===== config.mk =====
export PLATFORM = sky130hd
export DESIGN_NAME = instruction_encoder
export DESIGN_NICKNAME = d
export VERILOG_FILES = /design/src/rtl/instruction_encoder_pkg.sv /design/src/rtl/instruction_encoder_fifo.sv /design/src/rtl/instruction_encoder.sv
export SDC_FILE = /design/constraint.sdc
export NUM_CORES = 1
export LEC_CHECK = 0
export CAP_MARGIN = 15
export CORE_ASPECT_RATIO = 0.7
export CORE_MARGIN = 2
export CORE_UTILIZATION = 53
export CTS_CLUSTER_DIAMETER = 80
export DETAILED_ROUTE_END_ITERATION = 10
export PLACE_DENSITY = 0.82
export SYNTH_ARGS = -nofsm -noshare
export SYNTH_HDL_FRONTEND = slang
export SYNTH_SLANG_ARGS = --single-unit

===== constraint.sdc =====
create_clock -name clk -period 4.1 [get_ports clk]
set_input_delay 0.41 -clock clk [delete_from_list [all_inputs] [get_ports clk]]
set_output_delay 0.41 -clock clk [all_outputs]
set_load 0.03 [all_outputs]

===== src/rtl/instruction_encoder_pkg.sv =====
// instruction_encoder_pkg: format codes, field positions, FSM states and the tuple packer
package instruction_encoder_pkg;
  localparam logic [1:0] FMT_R = 2'b00;
  localparam logic [1:0] FMT_I = 2'b01;
  localparam logic [1:0] FMT_J = 2'b10;
  localparam logic [1:0] FMT_BAD = 2'b11;
  localparam int OPC_HI = 31;
  localparam int OPC_LO = 26;
  localparam int RS_HI = 25;
  localparam int RS_LO = 21;
  localparam int RT_HI = 20;
  localparam int RT_LO = 16;
  localparam int SH_HI = 15;
  localparam int SH_LO = 11;
  localparam int FUNC_HI = 4;
  localparam int FUNC_LO = 0;
  localparam int IMM_HI = 15;
  localparam int IMM_LO = 0;
  localparam int LBL_HI = 25;
  localparam int LBL_LO = 0;
  typedef enum logic [1:0] {IDLE, LOAD, DONE} state_e;
  // Fields not belonging to the format are left zero; an illegal format packs to all zeros.
  function automatic logic [31:0] pack(
    input logic [1:0] f,
    input logic [5:0] op,
    input logic [4:0] rs,
    input logic [4:0] rt,
    input logic [4:0] sh,
    input logic [4:0] fn,
    input logic [15:0] imm,
    input logic [25:0] lbl
  );
    logic [31:0] w;
    w = '0;
    if (f != FMT_BAD) w[OPC_HI:OPC_LO] = op;
    if (f == FMT_R || f == FMT_I) begin
      w[RS_HI:RS_LO] = rs;
      w[RT_HI:RT_LO] = rt;
    end
    if (f == FMT_R) begin
      w[SH_HI:SH_LO] = sh;
      w[FUNC_HI:FUNC_LO] = fn;
    end
    if (f == FMT_I) w[IMM_HI:IMM_LO] = imm;
    if (f == FMT_J) w[LBL_HI:LBL_LO] = lbl;
    return w;
  endfunction
endpackage


===== src/rtl/instruction_encoder_fifo.sv =====
// instr_fifo: DEPTH-entry synchronous FIFO with registered full/empty
//   push/din write the tail, pop/dout consume the head, dout reads zero while empty
module instr_fifo #(
  parameter int W = 64,
  parameter int DEPTH = 2
) (
  input  logic         clk,
  input  logic         rst,
  input  logic         push,
  input  logic [W-1:0] din,
  input  logic         pop,
  output logic [W-1:0] dout,
  output logic         full,
  output logic         empty
);
  localparam int AW = $clog2(DEPTH);
  logic [W-1:0] mem_q [DEPTH];
  logic [AW:0] wr_q, rd_q;
  // Pointers carry one extra wrap bit so full and empty are distinguishable.
  assign empty = wr_q == rd_q;
  assign full = (wr_q ^ rd_q) == {1'b1, {AW{1'b0}}};
  assign dout = empty ? '0 : mem_q[rd_q[AW-1:0]];
  always_ff @(posedge clk) begin
    if (rst) begin
      wr_q <= '0;
      rd_q <= '0;
      for (int i = 0; i < DEPTH; i++) mem_q[i] <= '0;
    end else begin
      if (push && !full) begin
        mem_q[wr_q[AW-1:0]] <= din;
        wr_q <= wr_q + 1'b1;
      end
      if (pop && !empty) rd_q <= rd_q + 1'b1;
    end
  end
endmodule


===== src/rtl/instruction_encoder.sv =====
// instruction_encoder: packs R/I/J field tuples into {word, address} pairs over a counted load session
//   start/base_addr/num_instr open a session; in_valid/in_ready accept tuples;
//   out_valid/out_ready/out_word/out_addr drain the FIFO; busy/done/err report session status
module instruction_encoder
  import instruction_encoder_pkg::*;
#(
  parameter int ADDR_W = 32,
  parameter int ADDR_STEP = 4,
  parameter int DEPTH = 2
) (
  input  logic              clk,
  input  logic              rst,
  input  logic              start,
  input  logic [ADDR_W-1:0] base_addr,
  input  logic [ADDR_W-1:0] num_instr,
  input  logic              in_valid,
  output logic              in_ready,
  input  logic [1:0]        fmt,
  input  logic [5:0]        opcode,
  input  logic [4:0]        rs,
  input  logic [4:0]        rt,
  input  logic [4:0]        shamt,
  input  logic [4:0]        func,
  input  logic [15:0]       imm,
  input  logic [25:0]       label,
  output logic              out_valid,
  input  logic              out_ready,
  output logic [31:0]       out_word,
  output logic [ADDR_W-1:0] out_addr,
  output logic              busy,
  output logic              done,
  output logic              err
);
  state_e state_q;
  logic [ADDR_W-1:0] addr_q, remain_q;
  logic err_q, push, pop, full, empty;
  logic [31:0] word;
  logic [31+ADDR_W:0] head;
  assign word = pack(fmt, opcode, rs, rt, shamt, func, imm, label);
  // Full is the registered flag: a pop in the same cycle does not free a slot for the push.
  assign in_ready = state_q == LOAD && remain_q != '0 && !full;
  assign push = in_valid && in_ready;
  assign out_valid = !empty;
  assign pop = out_valid && out_ready;
  assign {out_word, out_addr} = head;
  assign busy = state_q != IDLE;
  assign done = state_q == DONE;
  assign err = err_q;
  instr_fifo #(.W(32 + ADDR_W), .DEPTH(DEPTH)) u_fifo (
    .clk(clk),
    .rst(rst),
    .push(push),
    .din({word, addr_q}),
    .pop(pop),
    .dout(head),
    .full(full),
    .empty(empty)
  );
  always_ff @(posedge clk) begin
    if (rst) begin
      state_q <= IDLE;
      addr_q <= '0;
      remain_q <= '0;
      err_q <= 1'b0;
    end else begin
      case (state_q)
        IDLE: if (start) begin
          addr_q <= base_addr;
          remain_q <= num_instr;
          err_q <= 1'b0;
          state_q <= num_instr == '0 ? DONE : LOAD;
        end
        LOAD: begin
          if (push) begin
            addr_q <= addr_q + ADDR_W'(ADDR_STEP);
            remain_q <= remain_q - 1'b1;
            if (fmt == FMT_BAD) err_q <= 1'b1;
          end
          // Session ends only once every accepted word has left the FIFO.
          if (remain_q == '0 && empty) state_q <= DONE;
        end
        default: state_q <= IDLE;
      endcase
    end
  end
endmodule


==> flow_summary_export.csv, run 1 <==
group,metric,value,unit
setup_path,critPathSlowestCell,"o31a_1",
setup_path,crit_type,"reg -> reg",
hold_path,hold_start,"rst",
clock_tree,clock_sinks,200,
clock_tree,numCtsBuffers,17,
setup_path,critPathBufInv,1,
setup_path,crit_chain,"xor2_1, o211a_1, o31a_1, buf_4, nand3_2, nor2_1",
die,coreArea,19800,um2
setup_path,rr_worst_depth,6,
clock_tree,cts_hold_buf,0,
yosys,synth_edf_count,128,
sta,timing.setup.tns,0,ns
clock_tree,cts_resized,0,
die,die_area,21370,um2
place,dp_slack,0.7932,ns
drt,vias,9541,
grt,grt_pass1_wl,48690,um
place,place_congestion,0.8867,
hold_path,holdPathStages,2,
setup_path,start_kind,"flop",
sta,hold_slack,0.3993,ns
clock_tree,cts_max_path_buffers,2,
job,maxCapViolations,0,
die,num_rows,43,
grt,track_usage,28.77,%
cells_and_area,antenna_cells,0,
sta,period_needed,3.355,ns
yosys,syn_area,10700,um2
drt,drtPass1Iterations,6,
yosys,yosysWarnings,0,
die,fp.dieW,173.9,um
setup_path,crit_fanout,37,
sta,fin_skew,0.01591,ns
cells_and_area,fin_nets,1408,
setup_path,cp-end-kind,"flop",
drt,drt_iter0_markers,1342,
sta,finalHoldViolations,0,
drt,remaining_drc_errors,0,
place,dp_hpwl,20140,um
yosys,synth-async-reset-ratio,0,%
place,placed_cells,1517,
cells_and_area,syn_to_final_growth,26.99,%
setup_path,path_depth,6,
drt,viasPerCell,6.159,
clock_tree,clock_latency,0.46,ns
grt,antenna_found_initial,0,
drt,wire_per_inst,19.62,um
outcome,status,"complete, no violations",
pwr,p_leak,4.670,nW
yosys,ys.flop_type,"edfxtp_1",
clock_tree,cts_setup_buffers,0,
sta,drv_slew,0,
pwr,power.density,409.7,nW/um2
clock_tree,cts_tree,"done",
setup_path,arrival,3.63,ns
yosys,synth.top_cell.area_share,35.91,%
setup_path,max_stage_delay,0.67,ns
sta,max_freq,0.2980,GHz
cells_and_area,stdcell_count,1549,
place,io_buffer_count,207,
sta,rsz0062_at_grt,"no",
hold_path,hold_class,"in -> reg",
yosys,ys_top_cells_by_count,"196 x nor2_1, 128 x edfxtp_1, 75 x a21oi_1",
clock_tree,root_buffer,"clkbuf_16",
drt,postRouteAntennaNets,0,
setup_path,rr_startpoint,"u_fifo.wr_q[0]",
yosys,synth_area_leader_cell,"edfxtp_1",
setup_path,critPathTopFamily,"compound AO/OA/AOI/OAI gates",
cells_and_area,n_fill_cell,1496,
setup_path,critPathRequiredTime,4.37,ns
grt,grt_start_max_net_pins,95,
sta,maxSlewHeadroom,30.99,%
grt,grt_pass1_vias,9200,
die,die_h,122.9,um
yosys,seq_area_frac_synth,49.37,%
yosys,synth_cell_type_count,66,
grt,grt_overflow,0,
yosys,syn-mean-instance-area,9.678,um2
drt,wirelength,30400,um
setup_path,reg2reg_slack,0.74,ns
die,ios,208,
pwr,vdd_drop_max,271.7,uV
yosys,syn_inst,1106,
sta,finalSetupViolations,0,
clock_tree,clk_pin_slew,0.08,ns
yosys,synth_seq_cells,200,
yosys,synth.most_common_cell,"nor2_1",
cells_and_area,post_route_cells_drive_above_1_share,7.349,%
yosys,synth_fp_nets,1248,
sta,period_share,81.84,%
die,initial_utilization,54.06,%
yosys,yosys-top-cells-area,"edfxtp_1 36%, dfxtp_1 13%, mux2i_1 6.9%",
setup_path,r2r_end,"u_fifo.mem_q[1][33]",
clock_tree,cts_max_level,4,
sta,fin_ws,0.7447,ns
sta,tightestPinTransition,1.026,ns
## cell families (layout without fill, tap and decap cells)
family / Yosys count / in the layout / share of synthesized area (%)
and+or+nand+nor: 464 / 464 / 21.94
buffers and inverters: 103 / 276 / 4.021
xor gates and xnor gates: 6 / 6 / 0.4909
DFF: 200 / 200 / 49.37
adders and majority gates: 3 / 3 / 0.3507
muxes: 74 / 74 / 6.920
AOI/OAI and AO/OA: 256 / 256 / 16.90
## worst reg2reg max path: stages, from the launching register on
cell and delay (ns):
dfxtp_1 0.52, xor2_1 0.34, o211a_1 0.33, o31a_1 0.67, buf_4 0.30, nand3_2 0.65
nor2_1 0.35
## layout make-up
cell class              instances  area (um2)  area share [%]
multi-input cells             803        5021           36.94
clock inverters                15       191.4           1.408
well taps                     270       337.8           2.485
repair buffers                233        2287           16.83
clock buffers                  17       425.4           3.130
inverters                      11       41.29          0.3038
flip-flops and latches        200        5289           38.91
## flip-flops by register name (all words and copies together) (netlist names), named ones only
register and cells:
u_fifo.mem_q 128, addr_q 32, remain_q 32, state_q 2, u_fifo.rd_q 2, u_fifo.wr_q 2, err 1
## through the flow
| stage | instance area (um2) | power, mW | util, % |
|---|---|---|---|
| after CTS | 13590 | 5.552 | 68.66 |
| after global placement | 12980 | 3.806 | 65.54 |
| after global routing | 13590 | 5.763 | 68.66 |
| after detailed placement | 12980 | 3.835 | 65.54 |
| after floorplan | 10700 | 3.291 | - |
| final | 13590 | 5.569 | 68.66 |
## power by group
group | switching, mW | internal, mW | total, mW
sequential | 0.136 | 2.27 | 2.40
combinational | 0.843 | 0.572 | 1.41
clock | 0.908 | 0.843 | 1.75
total | 1.89 | 3.68 | 5.57
## layer usage
layer | global-route usage [%] | routed length (um)
met5 | 0 | 0
met4 | 8.929 | 536
met3 | 5.873 | 2863
met2 | 45.44 | 13910
met1 | 40.35 | 13090
## worst max-delay path by stage
stage	from	slack (ns)	endpoint
finish	u_fifo.wr_q[0]	0.74	u_fifo.mem_q[1][33]
global route	u_fifo.wr_q[0]	0.45	u_fifo.mem_q[1][33]
CTS	u_fifo.wr_q[0]	0.78	u_fifo.mem_q[1][33]
detailed placement	u_fifo.wr_q[0]	0.79	u_fifo.mem_q[1][57]
global placement	in_valid	0.98	u_fifo.mem_q[1][58]
floorplan	remain_q[0]	0.41	u_fifo.mem_q[0][0]
## layout by cell type (no fill, tap or decap), types with 4 or more instances in the layout
cell type          n
clkdlybuf4s50_1  206
nor2_1           194
edfxtp_1         128
a21oi_1           75
mux2i_1           74
dfxtp_1           71
nand2_1           70
and2_1            55
o31ai_1           30
nor3_1            28
buf_4             24
a22oi_1           23
o32ai_1           21
nand4_1           19
o21ai_0           18
nor4_1            18
clkbuf_16         17
o311ai_0          16
nor2b_1           14
nand3_1           13
a31oi_1           12
inv_1             11
o31a_1             9
or4_1              7
nor4_4             6
o22ai_1            6
and3_1             6
inv_8              6
o311ai_1           5
a32oi_1            5
xor2_1             4
nor3_2             4
a32o_1             4
a221oi_2           4
a221oi_1           4
a2bb2oi_1          4
clkinv_8           4
No activity file was read; power rests on OpenSTA's default activity.
==> run 2: changes to the inputs <==
Settings changed: CORE_UTILIZATION 53 to 48, PLACE_DENSITY 0.82 to 0.79.
Clock period 4.1 ns to 3 ns, I/O delays scaled along.
==> run 2 against run 1 <==
Effect of this change:
- flip-flop and latch count unchanged
- power up 38%
- first-iteration DRC count down 5.5%
- clock skew down 0.0046 ns
- final area up 1.3%
- via count up 0.28%
- critical path depth down 1
- register-to-register slack worse by 0.57 ns
- clock power up 38%
- global-route usage down 2.7 points
- cell count up 1.5%
==> flow_summary_export.csv, run 2 (synthesis results as in run 1) <==
group,metric,value,unit
sta,rsz0062_at_grt,"no",
die,num_rows,45,
place,placed_cell_area,13140,um2
clock_tree,cts_max_path_buffers,2,
cells_and_area,syn_to_final_growth,28.60,%
drt,wirelength,30830,um
sta,finalSetupViolations,0,
sta,timing.setup.tns,0,ns
job,maxCapViolations,0,
cells_and_area,fin_area,13770,um2
pwr,vdd_drop_max,434.8,uV
drt,remaining_drc_errors,0,
die,fp.dieW,182.5,um
die,initial_utilization,49.12,%
clock_tree,clk_pin_slew,0.08,ns
setup_path,crit_fanout,39,
drt,vias,9568,
die,die_area,23530,um2
setup_path,critPathRequiredTime,2.70,ns
clock_tree,cts_setup_buffers,0,
setup_path,start_kind,"flop",
drt,viasPerCell,6.083,
grt,grt_pass1_vias,8874,
hold_path,hold_class,"in -> reg",
setup_path,crit_type,"reg -> out",
pwr,power_frac_comb,25.9,%
clock_tree,clock_sinks,200,
sta,tightestPinTransition,1.176,ns
place,place_congestion,0.9392,
clock_tree,cts_max_level,4,
sta,period_needed,2.924,ns
sta,finalHoldViolations,0,
die,coreArea,21790,um2
drt,drtPass1Iterations,6,
setup_path,crit_chain,"nor2b_2, buf_4, o21ai_0, nor2_1, clkdlybuf4s50_1",
cells_and_area,post_route_cells_drive_above_1_share,8.288,%
cells_and_area,top_regs,"u_fifo.mem_q (128), addr_q (32), remain_q (32)",
place,dp_hpwl,20850,um
clock_tree,numCtsBuffers,17,
sta,period_share,97.46,%
cells_and_area,fin_nets,1420,
cells_and_area,final_common_cell,"clkdlybuf4s50_1",
pwr,p_clk_share,31.5,%
setup_path,cp-end-kind,"primary output",
drt,drt_iter0_markers,1268,
drt,wire_per_inst,19.60,um
setup_path,max_stage_delay,0.70,ns
sta,max_freq,0.3420,GHz
pwr,p_sw,2.486,mW
cells_and_area,final_cell_mix,"206 x clkdlybuf4s50_1, 195 x nor2_1, 128 x edfxtp_1, 75 x a21oi_1, 74 x mux2i_1",
cells_and_area,antenna_cells,0,
drt,postRouteAntennaNets,0,
die,ios,208,
clock_tree,cts_tree,"done",
grt,antenna_found_initial,0,
sta,fin_skew,0.01132,ns
grt,grt_overflow,0,
grt,track_usage,26.07,%
pwr,intPower,5.182,mW
clock_tree,cts_hold_buf,0,
outcome,status,"complete, no violations",
pwr,seqPwrFrac,42.6,%
clock_tree,root_buffer,"clkbuf_16",
clock_tree,clock_latency,0.45,ns
pwr,power.density,557.0,nW/um2
sta,maxSlewHeadroom,21.31,%
cells_and_area,regMostFlops,"u_fifo.mem_q",
pwr,p_leak,4.753,nW
grt,grt_pass1_wl,47890,um
setup_path,critPathSlowestCell,"clkdlybuf4s50_1",
place,io_buffer_count,207,
cells_and_area,largest_register_ffs,128,
die,die_h,128.9,um
grt,grt_start_max_net_pins,85,
setup_path,arrival,2.62,ns
sta,drv_slew,0,
clock_tree,cts_resized,1,
pwr,switching_share,32.42,%
-- run 2: changes by cell type in the layout (fill, tap and decap cells not counted), moves of 2 or more --
cell | previous run | this run
buf_12 | 2 | 6
inv_6 | 2 | 4
bufinv_16 | 0 | 2
inv_8 | 6 | 4
inv_12 | 2 | 0
buf_4 | 24 | 32
clkinv_8 | 4 | 2
-- run 2: worst paths after layout --
| check | end | depth (start not counted) | slack, ns | from |
|---|---|---|---|---|
| setup / recovery | in_ready | 5 | 0.08 | state_q[0] |
| hold / removal | u_fifo.wr_q[1] | 2 | 0.38 | rst |
| setup reg to reg | addr_q[11] | 8 | 0.17 | remain_q[0] |
| hold reg to reg | addr_q[1] | 2 | 0.47 | addr_q[1] |
-- run 2: metrics by stage --
step           power [mW]  util [%]  hold slack (ns)  std cells  worst slack, ns
4_1_cts             7.658     63.18           0.3579       1573          0.09411
2_1_floorplan       4.495         -           0.4360       1106           0.1333
6_report            7.667     63.18           0.3849       1573          0.07630
3_5_place_dp        5.282     60.29           0.4554       1541           0.1926
5_1_grt             7.940     63.18           0.4027       1573         0.001814
3_3_place_gp        5.251     60.29           0.4495       1541           0.3511
-- run 2: power groups by stage --
stage / Sequential, mW / Clock, mW / Combinational [mW]
floorplan: 3.25 / 0 / 1.24
global placement: 3.31 / 0 / 1.94
detailed placement: 3.32 / 0 / 1.96
CTS: 3.26 / 2.42 / 1.97
global route: 3.29 / 2.53 / 2.12
finish: 3.27 / 2.42 / 1.98
-- run 2: final cells by class --
| class | count | area (um2) |
|---|---|---|
| Clock inverter | 15 | 197.7 |
| Multi-Input combinational cell | 803 | 5032 |
| Tap cell | 282 | 352.8 |
| Inverter | 11 | 41.29 |
| Fill cell | 1763 | 8024 |
| Sequential cell | 200 | 5289 |
| Timing Repair Buffer | 245 | 2427 |
| Clock buffer | 17 | 425.4 |
-- run 2: routing by layer --
layer	vias up	share of wire [%]	track usage, %
met3	50	9.5	6.199
met1	4530	44	36.89
met4	0	1.8	7.495
met5	-	0	0
li1	4485	-	-
met2	503	45	40.17
-- run 2: worst max-delay path, delay by kind of cell (launching register included) --
kind	cells	cell delay (ns)
buf+inv	2	1.12
flops	1	0.49
simple gates	2	0.41
compound gates	1	0.16
